<file path="src/rtl/int_to_fp_pkg.sv">
// -----------------------------------------------------------------------------
// int_to_fp_pkg
// Shared types and helpers for the serial integer-to-floating-point converter
// and for the floating-point blocks that reuse its rounding stage.
//   state_e : converter control states
//   out_w() : packed result width {sign, exp, frac}
//   RND_*   : encodings of the rnd_mode input
// -----------------------------------------------------------------------------
package int_to_fp_pkg;

  typedef enum logic [1:0] {
    ST_IDLE  = 2'd0,
    ST_NORM  = 2'd1,
    ST_ROUND = 2'd2,
    ST_DONE  = 2'd3
  } state_e;

  localparam logic RND_TRUNC = 1'b0;
  localparam logic RND_RNE   = 1'b1;

  // Width of the packed {sign, exp, frac} result word.
  function automatic int out_w(input int exp_w, input int frac_w);
    return 32'sd1 + exp_w + frac_w;
  endfunction

endpackage

</file>
<file path="src/rtl/int_to_fp_seq_fp_round.sv">
// -----------------------------------------------------------------------------
// fp_round
// Combinational rounding / exponent-saturation stage. Expects a normalised
// magnitude (MSB set) and produces the fraction, exponent and overflow flag.
// Also used by the fp adder normaliser, so it carries no state.
//   mag_i      : normalised magnitude, INT_W bits
//   exp_cnt_i  : unbiased exponent before rounding
//   rnd_mode_i : RND_TRUNC or RND_RNE
//   exp_o      : exponent, saturated to all ones on overflow
//   frac_o     : fraction, all ones on overflow
//   ovf_o      : exponent did not fit in EXP_W bits
// -----------------------------------------------------------------------------
module fp_round
  import int_to_fp_pkg::*;
#(
  parameter int INT_W  = 8,
  parameter int EXP_W  = 4,
  parameter int FRAC_W = 8,
  parameter int CNT_W  = $clog2(INT_W + 2)
) (
  input  logic [INT_W-1:0]  mag_i,
  input  logic [CNT_W-1:0]  exp_cnt_i,
  input  logic              rnd_mode_i,
  output logic [EXP_W-1:0]  exp_o,
  output logic [FRAC_W-1:0] frac_o,
  output logic              ovf_o
);

  localparam int          EXT_W   = INT_W + FRAC_W;
  localparam logic [31:0] EXP_MAX = (32'd1 << EXP_W) - 32'd1;

  // Magnitude followed by FRAC_W zeros: the top FRAC_W bits are the truncated
  // fraction whether or not the fraction is wider than the magnitude, and the
  // guard/sticky positions fall into the zero padding when it is wider.
  logic [EXT_W-1:0]  ext_s;
  logic [FRAC_W-1:0] frac_trunc_s;
  logic              guard_s;
  logic              sticky_s;
  logic              inc_s;
  logic [FRAC_W:0]   frac_sum_s;
  logic [31:0]       exp_wide_s;

  assign ext_s        = {mag_i, {FRAC_W{1'b0}}};
  assign frac_trunc_s = ext_s[EXT_W-1 -: FRAC_W];
  assign guard_s      = ext_s[INT_W-1];
  assign sticky_s     = |ext_s[INT_W-2:0];

  // Round-nearest-even increment, carry renormalisation and saturation.
  always_comb begin
    inc_s      = (rnd_mode_i == RND_RNE) & guard_s & (sticky_s | frac_trunc_s[0]);
    frac_sum_s = {1'b0, frac_trunc_s} + {{FRAC_W{1'b0}}, inc_s};
    exp_wide_s = 32'(exp_cnt_i) + {31'd0, frac_sum_s[FRAC_W]};
    ovf_o      = (exp_wide_s > EXP_MAX);
    if (ovf_o) begin
      exp_o  = {EXP_W{1'b1}};
      frac_o = {FRAC_W{1'b1}};
    end else if (frac_sum_s[FRAC_W]) begin
      // Carry out of the fraction: 0.11..1 + ulp = 1.0 -> 0.10..0 x 2^(e+1)
      exp_o  = exp_wide_s[EXP_W-1:0];
      frac_o = FRAC_W'(1'b1) << (FRAC_W - 1);
    end else begin
      exp_o  = exp_wide_s[EXP_W-1:0];
      frac_o = frac_sum_s[FRAC_W-1:0];
    end
  end

endmodule

</file>
<file path="src/rtl/int_to_fp_seq.sv">
// -----------------------------------------------------------------------------
// int_to_fp_seq
// Handshaked integer-to-floating-point converter. The operand magnitude is
// normalised one left shift per clock, then rounded in a single cycle.
// Result format {sign, exp, frac}, value = 0.frac x 2^exp, frac MSB set
// for non-zero results. One conversion in flight.
//   clk_i, rst_ni : clock and synchronous active-low reset
//   in_valid_i / in_ready_o / in_int_i / rnd_mode_i : operand channel
//   out_valid_o / out_ready_i / out_fp_o / out_ovf_o : result channel
// -----------------------------------------------------------------------------
module int_to_fp_seq
  import int_to_fp_pkg::*;
#(
  parameter  int INT_W  = 8,
  parameter  int EXP_W  = 4,
  parameter  int FRAC_W = 8,
  parameter  int TWOS   = 0,
  localparam int OUT_W  = out_w(EXP_W, FRAC_W)
) (
  input  logic             clk_i,
  input  logic             rst_ni,
  input  logic             in_valid_i,
  output logic             in_ready_o,
  input  logic [INT_W-1:0] in_int_i,
  input  logic             rnd_mode_i,
  output logic             out_valid_o,
  input  logic             out_ready_i,
  output logic [OUT_W-1:0] out_fp_o,
  output logic             out_ovf_o
);

  localparam int CNT_W = $clog2(INT_W + 2);

  state_e             state_q, state_d;
  logic               sign_q, sign_d;
  logic [INT_W-1:0]   mag_q, mag_d;
  logic [CNT_W-1:0]   exp_cnt_q, exp_cnt_d;
  logic               rnd_q, rnd_d;
  logic               in_ready_q, in_ready_d;
  logic               out_valid_q, out_valid_d;
  logic [OUT_W-1:0]   out_fp_q, out_fp_d;
  logic               out_ovf_q, out_ovf_d;

  logic [INT_W-1:0]   in_mag_s;
  logic               zero_sign_s;
  logic [EXP_W-1:0]   rnd_exp_s;
  logic [FRAC_W-1:0]  rnd_frac_s;
  logic               rnd_ovf_s;

  // Operand magnitude; in two's complement the most negative value maps to
  // 100..0, which still fits the unsigned INT_W-bit magnitude.
  always_comb begin
    if (TWOS != 0) begin
      if (in_int_i[INT_W-1]) begin
        in_mag_s = (~in_int_i) + INT_W'(1'b1);
      end else begin
        in_mag_s = in_int_i;
      end
    end else begin
      in_mag_s = {1'b0, in_int_i[INT_W-2:0]};
    end
  end

  // Two's complement has a single zero; sign-magnitude keeps -0.
  assign zero_sign_s = (TWOS != 0) ? 1'b0 : sign_q;

  fp_round #(
    .INT_W  (INT_W),
    .EXP_W  (EXP_W),
    .FRAC_W (FRAC_W),
    .CNT_W  (CNT_W)
  ) u_round (
    .mag_i      (mag_q),
    .exp_cnt_i  (exp_cnt_q),
    .rnd_mode_i (rnd_q),
    .exp_o      (rnd_exp_s),
    .frac_o     (rnd_frac_s),
    .ovf_o      (rnd_ovf_s)
  );

  // Next-state and next-output logic of the control FSM.
  always_comb begin
    state_d     = state_q;
    sign_d      = sign_q;
    mag_d       = mag_q;
    exp_cnt_d   = exp_cnt_q;
    rnd_d       = rnd_q;
    in_ready_d  = in_ready_q;
    out_valid_d = out_valid_q;
    out_fp_d    = out_fp_q;
    out_ovf_d   = out_ovf_q;
    case (state_q)
      ST_IDLE: begin
        if (in_valid_i && in_ready_q) begin
          sign_d     = in_int_i[INT_W-1];
          mag_d      = in_mag_s;
          exp_cnt_d  = CNT_W'(INT_W);
          rnd_d      = rnd_mode_i;
          in_ready_d = 1'b0;
          state_d    = ST_NORM;
        end else begin
          state_d = ST_IDLE;
        end
      end
      ST_NORM: begin
        if (mag_q == {INT_W{1'b0}}) begin
          out_fp_d    = {zero_sign_s, {EXP_W{1'b0}}, {FRAC_W{1'b0}}};
          out_ovf_d   = 1'b0;
          out_valid_d = 1'b1;
          state_d     = ST_DONE;
        end else if (mag_q[INT_W-1]) begin
          state_d = ST_ROUND;
        end else begin
          mag_d     = {mag_q[INT_W-2:0], 1'b0};
          exp_cnt_d = exp_cnt_q - CNT_W'(1'b1);
        end
      end
      ST_ROUND: begin
        out_fp_d    = {sign_q, rnd_exp_s, rnd_frac_s};
        out_ovf_d   = rnd_ovf_s;
        out_valid_d = 1'b1;
        state_d     = ST_DONE;
      end
      ST_DONE: begin
        if (out_ready_i) begin
          out_valid_d = 1'b0;
          in_ready_d  = 1'b1;
          state_d     = ST_IDLE;
        end else begin
          state_d = ST_DONE;
        end
      end
      default: begin
        out_valid_d = 1'b0;
        in_ready_d  = 1'b1;
        state_d     = ST_IDLE;
      end
    endcase
  end

  // State and output registers; reset aborts any conversion in flight.
  always_ff @(posedge clk_i) begin
    if (!rst_ni) begin
      state_q     <= ST_IDLE;
      sign_q      <= 1'b0;
      mag_q       <= {INT_W{1'b0}};
      exp_cnt_q   <= {CNT_W{1'b0}};
      rnd_q       <= RND_TRUNC;
      in_ready_q  <= 1'b1;
      out_valid_q <= 1'b0;
      out_fp_q    <= {OUT_W{1'b0}};
      out_ovf_q   <= 1'b0;
    end else begin
      state_q     <= state_d;
      sign_q      <= sign_d;
      mag_q       <= mag_d;
      exp_cnt_q   <= exp_cnt_d;
      rnd_q       <= rnd_d;
      in_ready_q  <= in_ready_d;
      out_valid_q <= out_valid_d;
      out_fp_q    <= out_fp_d;
      out_ovf_q   <= out_ovf_d;
    end
  end

  assign in_ready_o  = in_ready_q;
  assign out_valid_o = out_valid_q;
  assign out_fp_o    = out_fp_q;
  assign out_ovf_o   = out_ovf_q;

endmodule

</file>
<file path="config.mk">
export PLATFORM = sky130hd
export DESIGN_NAME = int_to_fp_seq
export DESIGN_NICKNAME = d
export VERILOG_FILES = /design/src/rtl/int_to_fp_pkg.sv /design/src/rtl/int_to_fp_seq_fp_round.sv /design/src/rtl/int_to_fp_seq.sv
export SDC_FILE = /design/constraint.sdc
export NUM_CORES = 1
export LEC_CHECK = 0
export ABC_AREA = 0
export BUFFER_PORTS_ARGS = -buffer_cell sky130_fd_sc_hd__buf_2
export CORE_ASPECT_RATIO = 1.25
export CORE_MARGIN = 2
export CORE_UTILIZATION = 40
export DETAILED_ROUTE_END_ITERATION = 12
export GPL_TIMING_DRIVEN = 1
export HOLD_SLACK_MARGIN = 0.06
export PLACE_DENSITY = 0.65
export SLEW_MARGIN = 5
export SYNTH_ARGS = -nofsm -noshare
export SYNTH_HDL_FRONTEND = slang
export SYNTH_SLANG_ARGS = --single-unit
</file>
<file path="constraint.sdc">
create_clock -name clk_i -period 2.1 [get_ports clk_i]
set_input_delay 0.315 -clock clk_i [delete_from_list [all_inputs] [get_ports clk_i]]
set_output_delay 0.315 -clock clk_i [all_outputs]
set_load 0.005 [all_outputs]
</file>
Word-level counts from Yosys, hierarchy flattened
Index checks and enable logic that the tools add are counted.

storage, ports and cells
  bits of input ports = 13
  word-level logic and storage cells = 58
  register bits after elaboration = 31

operators by class
  equality and inequality tests = 9
  add/sub/neg operators = 1
  multiplexer cells = 25
  magnitude comparators = 1
  reductions and logical operators = 13

operator list
  kind                                                                    number
  8-bit two-way mux                                                       4
  13-bit case mux with 2 select lines                                     1
  4-bit two-way mux                                                       4
  8-bit case mux with 2 select lines                                      1
  13-bit two-way mux                                                      1
  2-bit inequality test (second input constant)                           5
  3-bit AND reduction                                                     3
  8-bit zero test                                                         1
  2-bit case mux with 4 select lines                                      1
  4-bit case mux with 2 select lines                                      1
  1-bit two-way mux                                                       6
  2-bit two-way mux                                                       3
  2-bit nonzero test                                                      3
  2-bit equality test (second input constant)                             2
  4-bit greater-than comparator (second input constant)                   1
  1-bit case mux with 2 select lines                                      2
  2-bit AND reduction                                                     2
  4-bit AND reduction                                                     1
  4-bit by 1-bit subtractor with 4-bit output (second input constant)     1
  3-bit inequality test (second input constant)                           1
  1-bit case mux with 3 select lines                                      1
  3-bit nonzero test                                                      1
  2-bit by 1-bit equality test with 1-bit output (second input constant)  1
  2-bit zero test                                                         1
  1-bit logical AND                                                       1

Logic depth before layout (Yosys ltp)
  word-level depth = 4
  mapped depth = 6

Hierarchy
Synthesis repeated with hierarchy kept, for this count alone.

second synthesis, totals
  cells, all modules = 153
  area, all modules = 1490.2 um^2

by module, submodules not included
  module         sequential area each (um^2)  cells each  area each (um^2)  instances
  int_to_fp_seq  640.6                        139         1388.8            1
  fp_round       0.0                          14          101.3             1

Least setup slack after synthesis
Ideal clock, no wire load.

  path kind = register to register
  from = register mag_q[6]
  to = register out_fp_q[7] (netlist: out_fp_o[7])
  buffers on the path = 1
  setup time = 0.117 ns
  data arrival time = 1.528 ns
  data required time = 1.983 ns
  stages on the path, launching flop included = 6
  path slack = 0.455 ns
  clock period less this slack = 1.645 ns
  path through = dfxtp_1 > or4_4 > nor3_4 > a21oi_2 > buf_6 > a22o_1

on the way
  longest elaborated chain between the ends = 3

ends and longest elaborated chain
  what                             line                  source
  start: declaration               int_to_fp_seq.sv:36   logic [INT_W-1:0] mag_q, mag_d;
  start signal: assignment         int_to_fp_seq.sv:146  mag_q <= {INT_W{1'b0}};
  start signal: assignment         int_to_fp_seq.sv:156  mag_q <= mag_d;
  8-bit zero test                  int_to_fp_seq.sv:106  if (mag_q == {INT_W{1'b0}}) begin
  2-bit inequality test (no line)  -
  2-bit AND reduction (no line)    -
  end signal: assignment           int_to_fp_seq.sv:151  out_fp_q <= {OUT_W{1'b0}};
  end signal: assignment           int_to_fp_seq.sv:161  out_fp_q <= out_fp_d;
  end: declaration                 int_to_fp_seq.sv:41   logic [OUT_W-1:0] out_fp_q, out_fp_d;

No other way between the ends.
A chain may end at the register's enable or synchronous reset.

Worst setup path in the final report
  from = register mag_q[6]
  to = register mag_q[6]

on the way
  longest elaborated chain between the ends = 3

ends and longest elaborated chain
  what                             line
  8-bit zero test                  int_to_fp_seq.sv:106
  2-bit inequality test (no line)  -
  4-bit AND reduction (no line)    -

No other way between the ends.

==> impl_results.md <==
* Highest Clock Rate at 0.555 GHz
* Startpoint type of the worst setup path: register
* Synth Instances at roughly 140
* Hold Crit Start: in_int_i[7]
* CTS Buf Count at 5
* Proportion of layout cells with a drive suffix above 1 at 0.265
* Input/output buffers at 26
* DRT Pass-1 Iters at 4
* Cts hold-fix bufs at 0
* Remaining antenna violation count at 0
* Synth warn at 0
* Final hold violations at 0
* Initial antenna violation count at 0
* Synth Net Count at between 150 and 200
* Lkg Pwr at 0.652 nW
* N_diodes at 0
* Critical-path cell list: or4_4 -> o21ai_4 -> nand2_1 -> a211oi_1
* Fin. max-slew vios at 0
* Placer Congestion at 0.834
* Die width at about 55 um
* I/O pins at 29
* R2r startpoint: mag_q[6]
* WP data required at 2.29 ns
* # DRC at 0
* Status: finished, final reports clean
* Wl on met1 at between 1000 and 1500 um
* Skew-Pair Late Insertion Delay at ~0.28 ns
* Maximum vdd drop at roughly 0.70 mV
* EDFF count, synth at 0
* Asr flop ratio synth at 0
* Maximum clock insertion buffer count at 2
* Slowest cell on the critical path: or4_4
* Hold Crit Class: in -> reg
* Clk slew on worst S/H paths at about 0.06 ns
* Seq/Total Area, Yosys at 0.461
* Nets at between 150 and 200
* Die Ht at 67.8 um
* Detailed-route wire length at 3040 um
* Cell Pwr Density at roughly 1400 mW/mm2
* Synthesized area at ~0.0013 mm2
* Worst hold margin at 0.274 ns
* Num rows at 23
* Core area at about 0.0032 mm2
* Initial Util at 0.411
* GRT overflow at 0
* DR top layer: met4
* Vias per cell at approximately 5.6
* Worst path max stage delay at 0.60 ns
* WL per Instance at 15.0 um
* Commonest non-fill, non-tap cells in the layout: 30 x dfxtp_1, 26 x buf_2, 10 x o21ai_0, 10 x a22o_1
* Die area at approximately 0.0037 mm2
* First-pass GRT wire length at just under 5000 um
* Avg Inst Size Synth at ~9.5 um2
* Quantity of gates resized following cts at 0
* Synthesized flop and latch total at 30
* Worst setup path startpoint: mag_q[6]
* Post-CTS Setup Repair Bufs at 0
* Tot GR Track Use at 0.183
* Vias at between 1,000 and 1,500
* Main synth FF type: dfxtp_1
* Synth cell types at 42
* Largest net degree at the start of global routing at 14
* Maxcap violations at 0
* Critical path arrival at around 2 ns
* Crit path kind: reg -> reg
* TritonCTS clock tree: yes
* H-tree Lvls at 2
* Post-DP HPWL at ~2300 um
* CP Capture Type: register
* Synthesis-to-finish area growth at 18.8%
* Final Critical Period at ~1.8 ns
* RSZ-0062 raised after global routing: false
* Max Fanout on Critical Path at 7
* Final setup fails at 0
* Clock skew at just over 0.005 ns
* Part of the cycle the worst path needs at 0.858
* Setup tns final at 0 ns
* Initial DRC count at 25
* Vias in the first global route at slightly above 1,000
* Clock root cell: clkbuf_8
* Most common cell after layout, fill and taps aside: dfxtp_1
* DR WL met2 at 1500 um
* Met3 Wirelength at between 150 and 200 um
* CTS Sinks at 30
[stage by stage]
step	instances	utilization	worst slack, ns	area [um2]	power, mW
floorplan	137	-	0.455	1300	1.44
global placement	197	0.463	0.380	1470	1.61
detailed placement	197	0.463	0.339	1470	1.65
CTS	203	0.489	0.325	1550	2.11
global route	203	0.489	0.227	1550	2.25
finish	203	0.489	0.298	1550	2.10
[state kept, by name, indices dropped and copies added, names as in the netlist]
| register | count |
|---|---|
| exp_cnt_q | 4 |
| in_ready_o | 1 |
| mag_q | 8 |
| out_fp_o | 13 |
| out_valid_o | 1 |
| sign_q | 1 |
| state_q | 2 |
[routing by layer]
metal | up-vias | track usage
met5 | - | 0
met4 | 0 | 0.0793
met3 | 5 | 0.0531
met2 | 37 | 0.296
met1 | 532 | 0.220
li1 | 570 | -
[final timing paths]
check                 to  slack [ns]  cells after the start
min               sign_q        0.27                      3
max             mag_q[6]        0.30                      4
min reg2reg  out_fp_o[5]        0.47                      1
max reg2reg     mag_q[6]        0.30                      4
[synth_stat cells (all sizes together) (4+ instances only)]
cell type  number  share of area
nand2           9          0.026
dfxtp          30           0.46
buf             5          0.028
a21o            6          0.035
a21oi           8          0.034
a22o           11          0.075
nor2            9          0.026
o21ai          13          0.059
inv             5          0.014
a211oi          7          0.040
nand2b          4          0.019
[cell type report]
class,count,area (um2)
inverters,6,22.5
fillers,312,1620
well taps,37,46.3
clock buffers,6,82.6
flip-flops and latches,30,601
repair buffers,30,160
multi-input cells,94,636
[power breakdown]
part / switching [mW] / internal (mW)
Clock: 0.200 / 0.252
Combinational: 0.440 / 0.348
Sequential: 0.159 / 0.698
[cells by family (layout without fill, tap and decap cells)]
group | count (synthesis) | after routing | synth area share
flip-flops | 30 | 30 | 0.461
AO/OA/AOI/OAI | 56 | 56 | 0.312
buffers and inverters | 13 | 42 | 0.0509
other | 1 | 1 | 0.00288
adder cells (fa/ha/maj) | 1 | 1 | 0.00960
AND/OR/NAND/NOR | 34 | 34 | 0.147
multiplexers | 2 | 2 | 0.0163
[critical path: cells and delay by family, from the launching register on]
kind / cells / cell delay, ns
and+or+nand+nor: 2 / 0.84
AOI/OAI and AO/OA: 2 / 0.52
DFF: 1 / 0.36
Power figures use the tool's default switching activity.
